**src/rtl/udma_smi_slave.sv**
```systemverilog
// udma_smi_slave: Clause-22 MDIO/SMI responder mapping frames onto a 32x16 register port.
// Optional macro SMI_SLV_BROADCAST_EN: accept PHYAD 0 as a broadcast address for writes.
`timescale 1ns/1ps
module udma_smi_slave #(
   parameter int PREAMBLE_LEN = 32,
   parameter int SYNC_STAGES  = 2
) (
   input  logic        clk_i,
   input  logic        rst_i,
   input  logic        mdc_i,
   input  logic        mdio_i,
   output logic        mdo_o,
   output logic        md_oen_o,
   input  logic [4:0]  phy_addr_i,
   output logic [4:0]  reg_addr_o,
   output logic        reg_rd_o,
   input  logic [15:0] reg_rdata_i,
   output logic        reg_wr_o,
   output logic [15:0] reg_wdata_o,
   output logic        busy_o,
   output logic        frame_err_o
);

   typedef enum logic [1:0] {S_IDLE, S_HDR, S_TA, S_DATA} state_t;

   localparam logic [5:0] PRE = 6'(PREAMBLE_LEN);

   state_t                 state_q, state_n;
   logic [SYNC_STAGES-1:0] mdc_sync, mdio_sync;
   logic                   mdc_prev;
   logic                   mdc_s, mdio_s, rise;
   logic [5:0]             pre_q;
   logic [4:0]             bit_q;
   logic [3:0]             hdr_q;
   logic                   is_rd_q;
   logic [15:0]            dat_q;
   logic                   rd_q;
   logic [1:0]             op_c;
   logic [4:0]             fld_c;
   logic                   adr_ok, err, drop, do_rd, ta_drv, sh_out, rel, do_wr;

   assign mdc_s  = mdc_sync[SYNC_STAGES-1];
   assign mdio_s = mdio_sync[SYNC_STAGES-1];
   assign rise   = mdc_s & ~mdc_prev;
   assign op_c   = {hdr_q[0], mdio_s};
   assign fld_c  = {hdr_q, mdio_s};
   assign busy_o = (state_q != S_IDLE);

   // Synchronize MDC/MDIO into clk_i and keep last MDC for edge detect
   always_ff @(posedge clk_i) begin
      if (rst_i) begin
         mdc_sync  <= '1;
         mdio_sync <= '1;
         mdc_prev  <= 1'b1;
      end else begin
         mdc_sync  <= {mdc_sync[SYNC_STAGES-2:0], mdc_i};
         mdio_sync <= {mdio_sync[SYNC_STAGES-2:0], mdio_i};
         mdc_prev  <= mdc_s;
      end
   end

   // Next-state and per-bit actions, evaluated only on an MDC rise
   always_comb begin
      state_n = state_q;
      err     = 1'b0;
      drop    = 1'b0;
      do_rd   = 1'b0;
      ta_drv  = 1'b0;
      sh_out  = 1'b0;
      rel     = 1'b0;
      do_wr   = 1'b0;
      adr_ok  = (fld_c == phy_addr_i);
`ifdef SMI_SLV_BROADCAST_EN
      if (fld_c == 5'd0 && !is_rd_q) adr_ok = 1'b1;
`endif
      if (rise) begin
         unique case (state_q)
            S_IDLE: begin
               if (!mdio_s && pre_q == PRE) state_n = S_HDR;
            end
            S_HDR: begin
               if (bit_q == 5'd1 && !mdio_s) err = 1'b1;
               else if (bit_q == 5'd3 && (op_c == 2'b00 || op_c == 2'b11)) err = 1'b1;
               else if (bit_q == 5'd8 && !adr_ok) drop = 1'b1;
               else if (bit_q == 5'd13) begin
                  state_n = S_TA;
                  do_rd   = is_rd_q;
               end
            end
            S_TA: begin
               if (bit_q == 5'd14) begin
                  if (is_rd_q) ta_drv = 1'b1;
                  else if (!mdio_s) err = 1'b1;
               end else begin
                  if (is_rd_q) sh_out = 1'b1;
                  else if (mdio_s) err = 1'b1;
                  state_n = S_DATA;
               end
            end
            S_DATA: begin
               if (bit_q == 5'd31) begin
                  state_n = S_IDLE;
                  rel     = is_rd_q;
                  do_wr   = !is_rd_q;
               end else begin
                  sh_out = is_rd_q;
               end
            end
         endcase
         if (err || drop) state_n = S_IDLE;
      end
   end

   // Frame state, shift registers, register-port strobes and MDIO drive
   always_ff @(posedge clk_i) begin
      if (rst_i) begin
         state_q     <= S_IDLE;
         pre_q       <= '0;
         bit_q       <= '0;
         hdr_q       <= '0;
         is_rd_q     <= 1'b0;
         dat_q       <= '0;
         rd_q        <= 1'b0;
         mdo_o       <= 1'b1;
         md_oen_o    <= 1'b0;
         reg_addr_o  <= '0;
         reg_rd_o    <= 1'b0;
         reg_wr_o    <= 1'b0;
         reg_wdata_o <= '0;
         frame_err_o <= 1'b0;
      end else begin
         state_q     <= state_n;
         reg_rd_o    <= 1'b0;
         reg_wr_o    <= 1'b0;
         frame_err_o <= err;
         rd_q        <= reg_rd_o;
         if (rd_q) dat_q <= reg_rdata_i;
         if (rise) begin
            bit_q <= (state_q == S_IDLE) ? 5'd1 : bit_q + 5'd1;
            if (state_q == S_IDLE)
               pre_q <= !mdio_s ? 6'd0 : (pre_q == PRE) ? pre_q : pre_q + 6'd1;
            if (state_q == S_HDR && bit_q >= 5'd2) hdr_q <= {hdr_q[2:0], mdio_s};
            if (state_q == S_HDR && bit_q == 5'd3) is_rd_q <= (op_c == 2'b10);
            if (state_q == S_HDR && bit_q == 5'd13) reg_addr_o <= fld_c;
            if (do_rd) reg_rd_o <= 1'b1;
            if (ta_drv) begin
               md_oen_o <= 1'b1;
               mdo_o    <= 1'b0;
            end
            if (sh_out) begin
               mdo_o <= dat_q[15];
               dat_q <= {dat_q[14:0], 1'b0};
            end
            if (state_q == S_DATA && !is_rd_q) dat_q <= {dat_q[14:0], mdio_s};
            if (rel) begin
               md_oen_o <= 1'b0;
               mdo_o    <= 1'b1;
            end
            if (do_wr) begin
               reg_wr_o    <= 1'b1;
               reg_wdata_o <= {dat_q[14:0], mdio_s};
            end
         end
         if (state_q != S_IDLE && state_n == S_IDLE) pre_q <= '0;
      end
   end

endmodule
```
**config.mk**
```make
export PLATFORM = sky130hd
export DESIGN_NAME = udma_smi_slave
export DESIGN_NICKNAME = d
export VERILOG_FILES = /design/src/rtl/udma_smi_slave.sv
export SDC_FILE = /design/constraint.sdc
export NUM_CORES = 1
export LEC_CHECK = 0
export BUFFER_PORTS_ARGS = -buffer_cell sky130_fd_sc_hd__buf_2
export CAP_MARGIN = 20
export CORE_UTILIZATION = 55
export CTS_CLUSTER_DIAMETER = 120
export DETAILED_ROUTE_END_ITERATION = 8
export PLACE_DENSITY = 0.77
export SLEW_MARGIN = 20
export SYNTH_ARGS = -nofsm -noshare
export SYNTH_HDL_FRONTEND = slang
export SYNTH_SLANG_ARGS = --single-unit
export TNS_END_PERCENT = 20
```
**constraint.sdc**
```tcl
create_clock -name clk_i -period 2.8 [get_ports clk_i]
set_input_delay 0 -clock clk_i [delete_from_list [all_inputs] [get_ports clk_i]]
set_output_delay 0 -clock clk_i [all_outputs]
set_load 0.01 [all_outputs]
```
* Yosys cells after proc, flatten, opt, wreduce, memory -nomap -nowiden
Index checks and enable logic that the tools add are counted.
** Word-level totals
- Output and inout bits :: 27
- Bits of input ports :: 25
- Register bits :: 66
- Word-level logic and storage cells :: 124
** Cells by class
- Muxes and demuxes :: 58
- Reductions and logical operators :: 29
- Bitwise operators :: 3
- Equality and inequality tests :: 14
- Magnitude comparators :: 1
- Add/subtract/negate cells :: 2
** Operator list (number)
- $mux 16 :: 4
- $mux 1 :: 39
- $mux 2 :: 9
- $eq 5x4->1 const B :: 3
- $mux 6 :: 2
- $reduce_and 2->1 :: 6
- $logic_and 1x1->1 :: 9
- $eq 2x2->1 const B :: 4
- $pmux 2 s4 :: 1
- $add 6x1->6 const B :: 1
- $eq 6x6->1 const B :: 1
- $logic_not 2->1 :: 3
- $add 5x1->5 const B :: 1
- $eq 5x1->1 const B :: 1
- $eq 5x2->1 const B :: 1
- $eq 5x5->1 :: 1
- $eq 5x5->1 const B :: 1
- $ge 5x2->1 const B :: 1
- $mux 5 :: 1
- $pmux 1 s2 :: 2
- $reduce_bool 2->1 :: 2
- $reduce_or 2->1 :: 2
- $logic_not 1->1 :: 3
- $reduce_and 3->1 :: 1
- 6 further kinds :: 8

* Logic depth before layout (Yosys ltp)
- Word-level depth :: 14
- Gate-level depth with buffers :: 9

* Worst setup path after synthesis
No wires, ideal clock.
- Path type :: register to register
- From :: reg bit_q[0]
- To :: reg pre_q[0]
- Arrival time :: 1929 ps
- Setup slack :: 744 ps
- Period minus slack after synthesis :: 2056 ps
- Buffers on the path :: 0
- Cell stages (with the launch flop) :: 10
- Library setup time :: 127 ps
- Data required time :: 2673 ps
- Cell sequence :: dfxtp_1 ha_1 and3_1 ha_1 nor2b_1 a2111oi_2 a31oi_1 and3_1 a221oi_4 nor2_1
** On the way
- Word-level cells in the longest chain between the ends :: 13
- Elaborated cells between the ends (all ways) :: 32
** RTL lines
- start: declaration :: line 33 : logic [4:0] bit_q;
- start signal: assignment :: line 139 : bit_q <= (state_q == S_IDLE) ? 5'd1 : bit_q + 5'd1;
- $eq 5x4->1 :: line 84 : else if (bit_q == 5'd8 && !adr_ok) drop = 1'b1;
- $logic_and 1x1->1 :: line 84
- $mux 1 :: line 84
- $mux 1 :: line 83 : else if (bit_q == 5'd3 && (op_c == 2'b00 || op_c == 2'b11)) err = 1'b1;
- $mux 1 :: line 82 : if (bit_q == 5'd1 && !mdio_s) err = 1'b1;
- $mux 1 :: line 77 : unique case (state_q)
- $mux 1 :: line 76 : if (rise) begin
- $logic_or 1x1->1 :: line 110 : if (err || drop) state_n = S_IDLE;
- $mux 2 * :: line 110
- $mux 2 * :: line 76
- $logic_not 2->1 * :: line 164 : if (state_q != S_IDLE && state_n == S_IDLE) pre_q <= '0;
- $logic_and 1x1->1 * :: line 164
- $reduce_or 2->1 (no source line) *
- end signal: assignment :: line 141 : pre_q <= !mdio_s ? 6'd0 : (pre_q == PRE) ? pre_q : pre_q + 6'd1;
- end: declaration :: line 32 : logic [5:0] pre_q;
Mark *: on every way between the ends. The rest lies on a longest branch, timed or not. The select of a mux whose other input is x is not followed.
A chain may end at the register's enable or synchronous reset.

* Final worst setup path
- From :: reg bit_q[0]
- To :: reg pre_q[3]
The elaborated chain is that of the path after synthesis.

==> reports/qor.yml <==
cts_inserted_buffers: 9
cp.arrival_ns: 2.54
grtUsageMet3_pct: 7.804
max_cap_viol_count: 0
ctsRootBufferMaster: "clkbuf_8"
cp.buffers_inverters: 0
path_max_fanout: 7
relSlewSlack_pct: 58.75
final_common_cell: "dfxtp_1"
netlist_area_um2: 2988
antenna_found_initial: 0
use_met2_pct: 34.13
portBuffers: 51
top_usage_layer: "met2"
areaGrowthSynthToFinish_pct: 17.88
initial_utilization_pct: 57.76
clk_pin_slew_ns: 0.07
vias: 2459
coreArea_um2: 5172
clk_latency_ns: 0.34
cts_sinks: 66
final_cell_area_um2: 3522
drc: 0
slowest_delay_ns: 0.44
hold_class: "input port to register"
ios: 52
register_area_um2: 1321
multi_input_area_um2: 1544
rows: 26
yosysUniqueCellTypes: 44
cts_tree: "built"
period_minus_slack_ns: 2.319
grt_setup_unrepaired: "false"
firstDrtPassIters: 4
finalHoldViolCount: 0
final_max_slew_viol_count: 0
avgSynthCellArea_um2: 8.866
peakVddDrop_uv: 358.7
syn_inst: 337
ant_nets: 0
gp_congestion: 0.8817
grt_pass1_vias: 2070
worstMarginPinSlew_ns: 0.6188
cpMaxStageDelayCell: "dfxtp_1"
setup_viol: 0
nFillCells: 407
skew_ns: 0.01072
ys_ff_latch: 66
dp_hpwl_um: 4114
htreeDepth: 3
status: "complete, no violations"
post_dp_cell_area_um2: 3287
worstSetupStartpointType: "register"
crit_chain: "ha_1 -> and3_1 -> ha_1 -> nor2b_1 -> a2111oi_2 -> a31oi_1 -> and3_1 -> a221oi_4 -> nor2_1"
avgViaCountPerCell: 5.277
grt_overflow: 0
fin_nets: 428
dieArea_um2: 5731
synth-seq-area-share_pct: 44.22
drive_above_1_share_pct: 20.71
chipHeight_um: 75.71
fmax_ghz: 0.4312
power.density_nw_per_um2: 482.3
grt_use_met1_pct: 31.65
p_leak_uw: 0.001430
layout_common_cells: "66 x dfxtp_1, 51 x buf_2, 49 x nor2_1, 40 x nand2_1, 26 x a21oi_1"
worstSetupPathType: "register to register"
required_ns: 3.02
setup_tns_ns: 0
antenna_cells: 0
routed_wl_um: 6126
mappedNetlistNets: 374
avgRoutedWirePerCell_um: 13.15
cts_buffer_depth: 2
grt_max_degree: 38
die_x_um: 75.71
ys_warn_count: 0
critPathTopFamily: "compound AO/OA/AOI/OAI gates"
grt_pass1_wl_um: 9791
worstSetupEndpointType: "register"
grt_use_total_pct: 22.93
fin_crit_sh_pct: 82.83
drt-initial-drc-count: 222
-- logic make-up after synthesis --
logic type	count (synthesis)	share of synthesized area, %
muxes	26	8.752
AOI/OAI and AO/OA	63	14.82
xor gates and xnor gates	11	3.224
and+or+nand+nor	129	19.85
adders and majority gates	12	5.025
buffers and inverters	30	4.104
DFF	66	44.22
-- state kept, by name (all words and copies together) (netlist names) --
name and count:
bit_q 5, dat_q 16, frame_err_o 1, hdr_q 4
is_rd_q 1, md_oen_o 1, mdc_prev 1, mdc_sync 2
mdio_sync 2, mdo_o 1, pre_q 6, rd_q 1
reg_addr_o 5, reg_rd_o 1, reg_wdata_o 16, reg_wr_o 1
state_q 2
-- cell usage after synthesis --
library cell | instances | area share (%)
a31oi_1 | 4 | 0.84
a41oi_1 | 1 | 0.29
nand2_1 | 40 | 5.0
xor2_1 | 6 | 1.8
a2111oi_2 | 1 | 0.50
o21ai_0 | 3 | 0.50
nand2b_1 | 2 | 0.42
and2_1 | 1 | 0.21
o31ai_2 | 1 | 0.42
a211o_1 | 1 | 0.29
inv_2 | 1 | 0.13
and3_1 | 7 | 1.5
nand4_1 | 2 | 0.42
a211oi_1 | 16 | 4.0
nor2_1 | 49 | 6.2
a32o_1 | 1 | 0.34
o21a_1 | 1 | 0.25
nor4b_2 | 1 | 0.50
or3_1 | 1 | 0.21
a32oi_1 | 1 | 0.29
ha_1 | 12 | 5.0
buf_4 | 1 | 0.25
buf_2 | 5 | 0.84
clkbuf_1 | 15 | 1.9
a311oi_2 | 1 | 0.50
xnor2_1 | 5 | 1.5
a21o_1 | 1 | 0.25
inv_1 | 8 | 1.0
dfxtp_1 | 66 | 44
nor2b_1 | 4 | 0.84
a221oi_4 | 1 | 0.88
nand3b_1 | 2 | 0.50
or4_1 | 1 | 0.25
o2bb2ai_1 | 1 | 0.29
mux2i_1 | 25 | 8.4
a21oi_1 | 26 | 4.4
mux2_2 | 1 | 0.38
o221ai_1 | 1 | 0.29
nand4b_2 | 1 | 0.50
or2_2 | 5 | 1.0
nand4b_1 | 1 | 0.29
nor3_1 | 2 | 0.34
o211ai_1 | 2 | 0.50
nand3_1 | 10 | 1.7
-- timing repair --
item,in CTS,in global routing
buffers inserted,0,0
gates resized for setup,0,0
hold buffers,6,1
hold endpoints to repair,6,1
-- worst reg2reg max path, stage by stage, from the launching register on --
cell	delay, ns
dfxtp_1	0.44
ha_1	0.26
and3_1	0.18
ha_1	0.23
nor2b_1	0.11
a2111oi_2	0.21
a31oi_1	0.10
and3_1	0.19
a221oi_4	0.39
nor2_1	0.09
-- final cells by class --
| class | count | share of cell area, % |
|---|---|---|
| repair buffers | 64 | 10.52 |
| well taps | 70 | 2.487 |
| flip-flops and latches | 66 | 37.51 |
| multi-input cells | 241 | 43.84 |
| clock buffers | 14 | 4.334 |
| clock inverters | 2 | 0.3552 |
| inverters | 9 | 0.9591 |
-- routing by layer --
layer,up-vias,share of wire (%),routed length (µm)
li1,1272,-,-
met3,8,5.6,344
met4,0,0.93,57
met2,66,46,2793
met1,1113,48,2931
met5,-,0,0
-- through the flow --
step	hold WS, ns	cells	utilization [%]	total power [µW]	setup slack, ns
after floorplan	0.1038	337	-	996.1	0.7442
after global placement	0.1854	443	63.55	1022	0.5824
after detailed placement	0.1876	443	63.55	1023	0.4827
after CTS	0.005703	465	67.90	1707	0.4799
after global routing	0.01400	466	68.09	1761	0.2886
final	0.01516	466	68.09	1699	0.4808
-- where the power goes --
group / internal (µW) / switching, µW
sequential: 943 / 2.56
clock: 346 / 344
combinational: 30.5 / 33.4
total: 1320 / 380
-- final timing paths --
kind	startpoint	endpoint	slack, ns	depth (start not counted)
min	reg_rdata_i[1]	dat_q[1]$_SDFF_PP0_	0.02	3
max reg2reg	bit_q[0]$_SDFFE_PP0P_	pre_q[3]$_SDFFE_PP0P_	0.48	9
max	bit_q[0]$_SDFFE_PP0P_	pre_q[3]$_SDFFE_PP0P_	0.48	9
min reg2reg	mdio_sync[0]$_SDFF_PP1_	mdio_sync[1]$_SDFF_PP1_	0.41	1
No activity file was read; power rests on OpenSTA's default activity.
